### config.mk
export PLATFORM = sky130hd
export DESIGN_NAME = product_bcd_display
export DESIGN_NICKNAME = d
export VERILOG_FILES = /design/src/rtl/product_bcd_display.sv
export SDC_FILE = /design/constraint.sdc
export NUM_CORES = 1
export LEC_CHECK = 0
export BUFFER_PORTS_ARGS = -buffer_cell sky130_fd_sc_hd__buf_2
export CAP_MARGIN = 20
export CORE_UTILIZATION = 40
export CTS_CLUSTER_DIAMETER = 150
export CTS_CLUSTER_SIZE = 28
export DETAILED_ROUTE_END_ITERATION = 10
export PLACE_DENSITY = 0.62
export SYNTH_ARGS = -nofsm -noshare
export SYNTH_HDL_FRONTEND = slang
export SYNTH_SLANG_ARGS = --single-unit
### constraint.sdc
create_clock -name Clock -period 4.6 [get_ports Clock]
set_clock_uncertainty 0.05 [all_clocks]
set_input_delay 0.46 -clock Clock [delete_from_list [all_inputs] [get_ports Clock]]
set_output_delay 0.46 -clock Clock [all_outputs]
set_load 0.02 [all_outputs]
### src/rtl/product_bcd_display.sv
// Captures the multiplier product on each rising edge of Halt and converts it to sign-magnitude BCD.
// Define PRODUCT_SEG7_EN to add registered active-low 7-segment outputs Seg3..Seg0.
module product_bcd_display #(
    parameter int unsigned WIDTH = 8
) (
    input  logic             Clock,
    input  logic             Reset,
    input  logic [WIDTH-1:0] Product,
    input  logic             Halt,
    output logic             Sign,
    output logic [3:0]       Hundreds,
    output logic [3:0]       Tens,
    output logic [3:0]       Ones,
    output logic             Valid,
`ifdef PRODUCT_SEG7_EN
    output logic [6:0]       Seg3,
    output logic [6:0]       Seg2,
    output logic [6:0]       Seg1,
    output logic [6:0]       Seg0,
`endif
    output logic             Busy
);

    typedef enum logic [1:0] {IDLE, CONVERT, DONE} state_t;

    state_t             state;
    logic               halt_q;
    logic               sign_r;
    logic [2:0]         cnt;
    logic [WIDTH+11:0]  sr;
    logic [WIDTH+11:0]  adj;
    logic [WIDTH-1:0]   mag;
    logic               trigger;

    assign trigger = Halt & ~halt_q;
    assign mag     = Product[WIDTH-1] ? (~Product + {{(WIDTH-1){1'b0}}, 1'b1}) : Product;

    function automatic logic [3:0] add3(input logic [3:0] d);
        return (d >= 4'd5) ? d + 4'd3 : d;
    endfunction

`ifdef PRODUCT_SEG7_EN
    // Active-low segments ordered {g,f,e,d,c,b,a}
    function automatic logic [6:0] seg7(input logic [3:0] d);
        case (d)
            4'd0:    return 7'b1000000;
            4'd1:    return 7'b1111001;
            4'd2:    return 7'b0100100;
            4'd3:    return 7'b0110000;
            4'd4:    return 7'b0011001;
            4'd5:    return 7'b0010010;
            4'd6:    return 7'b0000010;
            4'd7:    return 7'b1111000;
            4'd8:    return 7'b0000000;
            4'd9:    return 7'b0010000;
            default: return 7'h7F;
        endcase
    endfunction
`endif

    always_comb begin
        adj = sr;
        adj[WIDTH+11:WIDTH+8] = add3(sr[WIDTH+11:WIDTH+8]);
        adj[WIDTH+7:WIDTH+4]  = add3(sr[WIDTH+7:WIDTH+4]);
        adj[WIDTH+3:WIDTH]    = add3(sr[WIDTH+3:WIDTH]);
    end

    always_ff @(posedge Clock) begin
        if (Reset) begin
            state    <= IDLE;
            halt_q   <= 1'b0;
            sign_r   <= 1'b0;
            cnt      <= '0;
            sr       <= '0;
            Sign     <= 1'b0;
            Hundreds <= '0;
            Tens     <= '0;
            Ones     <= '0;
            Valid    <= 1'b0;
            Busy     <= 1'b0;
`ifdef PRODUCT_SEG7_EN
            Seg3     <= 7'h7F;
            Seg2     <= 7'h7F;
            Seg1     <= 7'h7F;
            Seg0     <= 7'h7F;
`endif
        end else begin
            // Halt_q tracks Halt in every state, so edges seen mid-conversion are dropped
            halt_q <= Halt;
            Valid  <= 1'b0;
            case (state)
                IDLE: begin
                    if (trigger) begin
                        sign_r <= Product[WIDTH-1] & (mag != '0);
                        sr     <= {12'd0, mag};
                        cnt    <= '0;
                        Busy   <= 1'b1;
                        state  <= CONVERT;
                    end
                end
                CONVERT: begin
                    sr  <= {adj[WIDTH+10:0], 1'b0};
                    cnt <= cnt + 3'd1;
                    if (cnt == 3'd7)
                        state <= DONE;
                end
                DONE: begin
                    Hundreds <= sr[WIDTH+11:WIDTH+8];
                    Tens     <= sr[WIDTH+7:WIDTH+4];
                    Ones     <= sr[WIDTH+3:WIDTH];
                    Sign     <= sign_r;
`ifdef PRODUCT_SEG7_EN
                    Seg3     <= sign_r ? 7'b0111111 : 7'h7F;
                    Seg2     <= (sr[WIDTH+11:WIDTH+8] == 4'd0) ? 7'h7F : seg7(sr[WIDTH+11:WIDTH+8]);
                    Seg1     <= (sr[WIDTH+11:WIDTH+4] == 8'd0) ? 7'h7F : seg7(sr[WIDTH+7:WIDTH+4]);
                    Seg0     <= seg7(sr[WIDTH+3:WIDTH]);
`endif
                    Valid    <= 1'b1;
                    Busy     <= 1'b0;
                    state    <= IDLE;
                end
                default: state <= IDLE;
            endcase
        end
    end

endmodule

# ---- Yosys cells after proc, flatten, opt, wreduce, memory -nomap -nowiden
# Cells that the tools add are included.
dict set report totals {
  regBits 42
  in_bits 11
  out_inout_bits 15
  elab_cells 50
}
dict set report op_classes {
  n_addsub 5
  n_lt_le_gt_ge 3
  eq_ne 5
  mux 14
  n_bitwise 4
  reduce_logical 8
}
# operator count
set op_table {}
lappend op_table {{$pmux 20 s2} 1}
lappend op_table {{$mux 20} 1}
lappend op_table {{$ge 4x3->1 const B} 3}
lappend op_table {{$add 4x2->4 const B} 2}
lappend op_table {{$add 8x1->8 const B} 1}
lappend op_table {{$mux 4} 2}
lappend op_table {{$mux 8} 1}
lappend op_table {{$not 8->8} 1}
lappend op_table {{$reduce_and 2->1} 4}
lappend op_table {{$reduce_bool 8->1} 1}
lappend op_table {{$mux 3} 2}
lappend op_table {{$pmux 3 s2} 1}
lappend op_table {{$mux 2} 2}
lappend op_table {{$ne 2x2->1 const B} 2}
lappend op_table {{$pmux 2 s2} 1}
lappend op_table {{$reduce_bool 2->1} 2}
lappend op_table {{$add 3x1->3 const B} 1}
lappend op_table {{$add 3x2->3 const B} 1}
lappend op_table {{$eq 3x3->1 const B} 1}
lappend op_table {{$and 1x1->1} 2}
lappend op_table {{$eq 2x1->1 const B} 1}
lappend op_table {{$eq 2x2->1 const B} 1}
lappend op_table {{$logic_not 2->1} 1}
lappend op_table {{$mux 1} 2}
lappend op_table {{other kinds (2)} 2}

# ---- Depth between registers and ports, before layout
# Gate-level depths: netlist of the first run.
dict set report depth {
  ltp_word 5
  depth_mapped 7
  mapped_depth_nobuf 7
}

# ---- Worst setup path after synthesis of the first run
# OpenSTA, ideal clock, no wires.
dict set report synth_path {
  kind {in2reg}
  start {input port Product[0]}
  end {register sign_r}
  setup_time_ns 0.117
  t_arrival_ns 1.601
  required_time_ns 4.433
  path_slack_ns 2.831
  stages 6
  n_path_buf 0
  path_cell_list {inv_1 -> ha_1 -> or4b_4 -> nor3_2 -> o2111ai_1 -> a32o_2}
}
dict set report synth_between {
  elab_chain_len 5
}
# item line_no
set synth_lines {}
lappend synth_lines {{start, declared} 8} ;# input logic [WIDTH-1:0] Product,
lappend synth_lines {{$not 8->8} 36} ;# assign mag = Product[WIDTH-1] ? (~Product + {{(WIDTH-1){1'b0}}, 1'b1}) : Product;
lappend synth_lines {{$add 8x1->8} 36}
lappend synth_lines {{$mux 8 *} 36}
lappend synth_lines {{$reduce_bool 8->1 *} 94} ;# sign_r <= Product[WIDTH-1] & (mag != '0);
lappend synth_lines {{$and 1x1->1 *} 94}
lappend synth_lines {{end signal, assigned} 94}
lappend synth_lines {{end, declared} 28} ;# logic sign_r;
# Mark *: on every way between the ends. The rest lies on a longest branch, timed or not.
# A chain may end at the register's enable or synchronous reset.

# ---- Worst setup path after layout of the first run
dict set report layout_path {
  start {register state[0]}
  end {register sr[3]}
}
dict set report layout_between {
  elab_chain_len 3
  word_cells_on_any_way 6
  classes_between {2 x eq/ne; 1 x mux; 3 x reduce/logical}
}
# item line_no
set layout_lines {}
lappend layout_lines {{start, declared} 26} ;# state_t state;
lappend layout_lines {{start signal, assigned} 70} ;# state <= IDLE;
lappend layout_lines {{start signal, assigned} 98} ;# state <= CONVERT;
lappend layout_lines {{start signal, assigned} 105} ;# state <= DONE;
lappend layout_lines {{$eq 2x1->1 / $logic_not 2->1 (equally long branches)} 91} ;# case (state)
lappend layout_lines {{$reduce_bool 2->1 (no line) / $ne 2x2->1 (equally long branches)} -}
lappend layout_lines {{$reduce_and 2->1 (no line)} -}
lappend layout_lines {{end signal, assigned} 95} ;# sr <= {12'd0, mag};
lappend layout_lines {{end signal, assigned} 102} ;# sr <= {adj[WIDTH+10:0], 1'b0};
lappend layout_lines {{end, declared} 30} ;# logic [WIDTH+11:0] sr;
# Parallel ways exist; a longest one is shown, timed or not.

==> results of run 1 <==
==> area by class of cell <==
cell class | count | share of cell area, %
multi-input cells | 185 | 47.9
flip-flops and latches | 42 | 36.8
clock buffers | 6 | 3.62
inverters | 10 | 1.64
clock inverters | 2 | 0.548
repair buffers | 26 | 5.81
well taps | 67 | 3.67
==> sequential cells by signal (all words and copies together) (netlist names) <==
| name | flops |
|---|---|
| Busy | 1 |
| Hundreds | 4 |
| Ones | 4 |
| Sign | 1 |
| Tens | 4 |
| Valid | 1 |
| cnt | 3 |
| halt_q | 1 |
| sign_r | 1 |
| sr | 20 |
| state | 2 |
==> power by group <==
group          internal, mW  leakage, nW  switching, mW
sequential            0.372        0.340        0.00601
clock                 0.121       0.0472          0.125
combinational        0.0246        0.502         0.0448
total                 0.517        0.889          0.176
==> cell usage in the layout (no fill, tap or decap), drive strengths merged <==
cell and count:
and3 2, nand3 13, nor4 1, clkinv 1
o2111ai 1, buf 26, nand4 1, nand2 42
a32o 1, or2 1, nand2b 8, a22oi 6
nor2b 4, or3 2, and2 2, ha 9
a31oi 4, or4b 2, nor4b 1, clkbuf 6
xor2 3, a21oi 35, xnor2 7, or2b 1
clkinvlp 1, dfxtp 42, o21ai 10, a221oi 1
o31ai 1, inv 10, nor2 16, nor3 8
mux2i 3
==> cell usage after synthesis, types with 2 or more instances <==
cell	count	area (um^2)
a22oi_1	6	45.0
dfxtp_1	42	841
inv_1	10	37.5
a31oi_1	4	25.0
xnor2_1	7	61.3
buf_2	5	25.0
mux2i_1	3	30.0
and3_1	2	12.5
nor2b_1	4	25.0
xor2_1	3	26.3
nor2_1	16	60.1
nand2_1	42	158
nand2b_1	8	50.1
clkbuf_1	8	30.0
nand3_1	13	65.1
o21ai_1	2	10.0
a21oi_1	35	175
nor3_1	7	35.0
and2_1	2	12.5
o21ai_0	8	40.0
ha_1	9	113
==> cells by family after synthesis <==
family	after synthesis
compound gates	59
xor+xnor	10
fa+ha+maj	9
buf+inv	25
flops	42
mux	3
simple gates	104
==> worst max-delay path, delay by kind of cell, from the launching register on <==
family / cells / cell delay (ps)
AND/OR/NAND/NOR: 3 / 1010
AO/OA/AOI/OAI: 2 / 290
flip-flops: 1 / 370
==> final timing paths <==
check | from | to | slack (ps) | cells after the start
setup / recovery | state[0]$_SDFFE_PP0P_ | sr[3]$_SDFFE_PP0P_ | 2740 | 5
hold reg to reg | Sign$_SDFFE_PP0P_ | Sign$_SDFFE_PP0P_ | 400 | 2
setup reg to reg | state[0]$_SDFFE_PP0P_ | sr[3]$_SDFFE_PP0P_ | 2740 | 5
hold / removal | Halt | halt_q$_SDFF_PP0_ | 360 | 2
==> per-stage QoR <==
step	hold slack, ps	utilization [%]
floorplan	382	-
global placement	390	45.4
detailed placement	395	45.4
CTS	350	47.4
global route	388	47.4
finish	361	47.4
==> routing by layer <==
| metal | global-route usage [%] | vias up | wire, um |
|---|---|---|---|
| met2 | 29.4 | 26 | 1900 |
| met4 | 5.77 | 0 | 48 |
| met5 | 0 | - | 0 |
| met1 | 22.9 | 803 | 1990 |
| li1 | - | 893 | - |
| met3 | 4.12 | 5 | 139 |
==> results.toml, run 1 <==
[routing]
drtPass1Iterations = 4
viasPerCell = 5.11
drtAntennaViolNets = 0
drtIter0Drc = 150
drc = 0
vias = 1727
post_drt_wl_per_cell_um = 12.1
finalWirelength_um = 4080

[die]
die_x_um = 73.5
start_util_pct = 42.4
pin_count = 26
placeableCoreArea_um2 = 4820
rows = 25
die_h_um = 73.5
die-area_um2 = 5390

[synthesis]
synth_seq_cells = 42
syn_avg_cell_area_um2 = 8.10
netlist_area_um2 = 2040
ys_seq_area_share_pct = 41.2
synthFlopType = "dfxtp_1"
synth_top_family_by_area = "simple AND/OR/NAND/NOR gates"
synth_edf_count = 0
yosys_warnings = 0
syn-num-nets = 272
synthSimpleGateAreaFrac_pct = 25.4
synth_mux_area_share_pct = 1.47
synthXorXnorAreaFrac_pct = 4.29
synth_adder_area_share_pct = 5.51
synth_cells = 252
netlist-cell-type-count = 37
async_flop_share_pct = 0
synth_compound_area_share_pct = 16.8

[global_routing]
grt_pass1_vias = 1613
grt_util_all_layers_pct = 17.8
grt_pass1_wl_um = 7480
grt_max_degree = 42
grt_overflow = 0
antenna_found_initial = 0

[clock_network]
clockBufferDepth = 2
postCtsHoldBufs = 0
cts_setup_buffers = 0
cts_sinks = 42
cts_max_level = 2
root_buffer = "clkbuf_8"
cts_made_buffers = 5
clk_latency_ps = 290
clk_pin_slew_ps = 80
cts-resized-gates = 0
cts_tree = "yes"

[sta]
maxSlewViolCount = 0
slew_headroom_pct = 37.7
rsz0062_at_grt = "false"
period_minus_slack_ps = 1860
fmax_mhz = 538
fin_crit_sh_pct = 40.4
fin_ws_ps = 2740
report.final.setup_viol = 0
worst_slew_pin_slew_ps = 932
final_hold_viol_count = 0
fin_tns_setup_ps = 0

[worst_setup_path]
cp.required_ps = 4700
slowest_delay_ps = 540
crit_chain = "nor4b_4 -> nor2_1 -> a22oi_1 -> o21ai_0 -> nor2b_1"
critPathMaxFanout = 11
cpMaxStageDelayCell = "nor4b_4"
cp-start-kind = "register"
endpoint_kind = "register"
path_class = "reg2reg"
worstPathArrival_ps = 1960

[cells_and_area]
multiInputGateArea_um2 = 1090
area_growth_pct = 11.8
finalNetCount = 290
postLayoutCellArea_um2 = 2280
final_cells = 338
final_layout_size_suffix_gt1_share_pct = 15.5
seq_area_um2 = 841
num_antenna_cells = 0
fill_cells = 516

[placed_design]
io_buffers = 25
placed_cells = 330
place_ws_ps = 2620
place_congestion = 0.784
dpl-instance-area_um2 = 2190
hpwlAfterDp_um = 2830

[run_status]
status = "finished, final reports clean"

[power_and_ir_drop]
power_mw = 0.693
leakage_nw = 0.889
vdd_ir_drop_max_mv = 0.111
power_density_nw_per_um2 = 304

[flow_run]
drv_cap = 0

[worst_hold_path]
holdCritPathClass = "in2reg"
No activity file was read; power rests on OpenSTA's default activity.
==> run 2, diff against run 1 <==
ABC_AREA = 1   (was unset)
PLACE_DENSITY = 0.64   (was 0.62)
clock period = 1.6 ns   (was 4.6 ns; I/O delays follow)
==> run 2 against run 1 <==
Effect of this change:
- worst setup slack got worse by 2600 ps
- hold slack worse by 330 ps
- first-iteration DRC count decreased by 61%
- design area increased by 0.88%
- sequential power grew to 2.9 times the previous value
- core utilization up 1.0 points
- non-clock buffer count up 2
- global-route usage fell by 0.86 points
- critical endpoint is now sr[16]$_SDFFE_PP0P_
- highest routed layer unchanged
==> results.toml, run 2 <==
[run_status]
status = "finished, final reports clean"

[clock_network]
root_buffer = "clkbuf_8"
cts_max_level = 2
cts-resized-gates = 0
cts_setup_buffers = 0
postCtsHoldBufs = 0
cts_sinks = 42
cts_made_buffers = 5
clk_latency_ps = 300
clk_pin_slew_ps = 80
clockBufferDepth = 2
cts_tree = "yes"

[cells_and_area]
area_growth_pct = 15.3
mostFrequentLayoutCells = "nand2_1 (67), dfxtp_1 (41), inv_1 (38), a21oi_1 (35)"
seq_area_um2 = 842
final_layout_size_suffix_gt1_share_pct = 14.2
fill_cells = 514
finalNetCount = 328
mostFrequentLayoutCell = "nand2_1"
multiInputGateArea_um2 = 946
final_cells = 376
top_register = "sr"
largest_register_ffs = 20
num_antenna_cells = 0

[worst_setup_path]
critPathMaxFanout = 5
worstPathArrival_ps = 1680
path_class = "reg2reg"
cp.required_ps = 1800
endpoint_kind = "register"
r2r-start = "sr[12]$_SDFFE_PP0P_"
cp-startpoint = "sr[12]$_SDFFE_PP0P_"
cp-start-kind = "register"

[flow_run]
drv_cap = 0

[placed_design]
place_congestion = 0.751
io_buffers = 25
hpwlAfterDp_um = 2860
placed_cells = 368

[die]
die-area_um2 = 5280
pin_count = 26
die_x_um = 72.7
die_h_um = 72.7
placeableCoreArea_um2 = 4750
start_util_pct = 42.0
rows = 25

[global_routing]
grt_pass1_vias = 1582
grt_overflow = 0
grt_util_all_layers_pct = 17.0
antenna_found_initial = 0
grt_max_degree = 25
grt_pass1_wl_um = 6820

[power_and_ir_drop]
power_mw = 2.12
leakage_nw = 1.02
vdd_ir_drop_max_mv = 0.488
power_density_nw_per_um2 = 919

[synthesis]
synthFlopType = "dfxtp_1"
ys_seq_area_share_pct = 42.1
synth_top_area_cell = "dfxtp_1"
synth_most_common_cell = "nand2_1"
synth_edf_count = 0
syn-num-nets = 302
synth_cells = 282
synth_area_leaders = "dfxtp_1 (42%), nand2_1 (13%), a21oi_1 (8.8%)"
synth_top_area_share_pct = 42.1
netlist_area_um2 = 2000
syn_avg_cell_area_um2 = 7.08
synth_seq_cells = 42
synth_commonest_cells = "nand2_1 (67), dfxtp_1 (42), inv_1 (38), a21oi_1 (35), o21ai_0 (25)"
async_flop_share_pct = 0
yosys_warnings = 0
netlist-cell-type-count = 26

[sta]
fin_tns_setup_ps = 0
maxSlewViolCount = 0
slew_headroom_pct = 64.9
final_hold_viol_count = 0
worst_slew_pin_slew_ps = 526
report.final.setup_viol = 0
hold_slack_ps = 32.1
rsz0062_at_grt = "false"
period_minus_slack_ps = 1480
fmax_mhz = 674
fin_crit_sh_pct = 92.7

[worst_hold_path]
holdCritPathClass = "in2reg"
worst_hold_startpoint = "Halt"

[routing]
wl_met2_um = 1960
drtPass1Iterations = 4
dr_wl_met3_um = 145
drtIter0Drc = 59
viasPerCell = 4.84
drtAntennaViolNets = 0
top_layer = "met4"
vias = 1821
finalWirelength_um = 4080
post_drt_wl_per_cell_um = 10.8
drc = 0
wl_met1_um = 1910
[run 2: cell count changes in the layout (fill, tap and decap cells not counted), moves of 3 or more]
cell,before,now
xnor2_1,7,0
nand2_1,42,67
nand2b_1,8,0
nor3_1,7,2
inv_2,0,3
nor2_1,16,21
mux2i_1,3,0
nand3_1,13,16
o21ai_0,8,25
inv_1,10,38
nor2b_1,4,0
a22oi_1,6,1
[run 2: worst paths after layout]
kind / to / slack (ps) / cells after the start
max: sr[16]$_SDFFE_PP0P_ / 120 / 9
min: halt_q$_SDFF_PP0_ / 30 / 3
max reg2reg: sr[16]$_SDFFE_PP0P_ / 120 / 9
min reg2reg: sr[8]$_SDFFE_PP0P_ / 410 / 2
[run 2: cell families (layout without fill, tap and decap cells)]
group | Yosys count | after routing | synth area share, %
simple gates | 110 | 110 | 23.0
buf+inv | 51 | 78 | 10.5
fa+ha+maj | 9 | 9 | 5.64
xor+xnor | 2 | 2 | 0.877
compound gates | 68 | 68 | 17.9
flops | 42 | 42 | 42.1
[run 2: where the power goes]
group / total, mW / switching [mW] / internal [mW] / leakage [nW]
Combinational: 0.199 / 0.137 / 0.0618 / 0.627
Clock: 0.837 / 0.371 / 0.466 / 0.0514
Sequential: 1.08 / 0.0123 / 1.07 / 0.341
Total: 2.12 / 0.521 / 1.60 / 1.02
[run 2: per-stage QoR]
stage               util [%]  worst slack (ps)  instance area (um^2)
floorplan                  -               286                  2000
global placement        46.1               159                  2190
detailed placement      46.1               147                  2190
CTS                     48.4               123                  2300
global route            48.4              2.55                  2300
finish                  48.4               116                  2300
[run 2: area by class of cell]
type,count,area share (%)
inverter,42,6.96
tap,67,3.64
clock inverter,2,1.63
sequential,42,36.6
timing repair buffer,28,6.96
clock buffer,6,3.15
multi-input combinational,189,41.1
[run 2: routing by layer]
| metal | GRT usage (%) | vias to the layer above |
|---|---|---|
| li1 | - | 958 |
| met1 | 19.7 | 826 |
| met2 | 29.0 | 31 |
| met3 | 5.94 | 6 |
| met4 | 5.88 | 0 |
| met5 | 0 | - |
[run 2: critical path, cell delays in order (launching register included)]
cell and delay [ps]:
dfxtp_1 410, inv_1 100, ha_1 210, nor2_1 100, inv_1 60, nand3_1 120, inv_1 70, nor3_1 170
a21oi_1 60, nor2_1 80
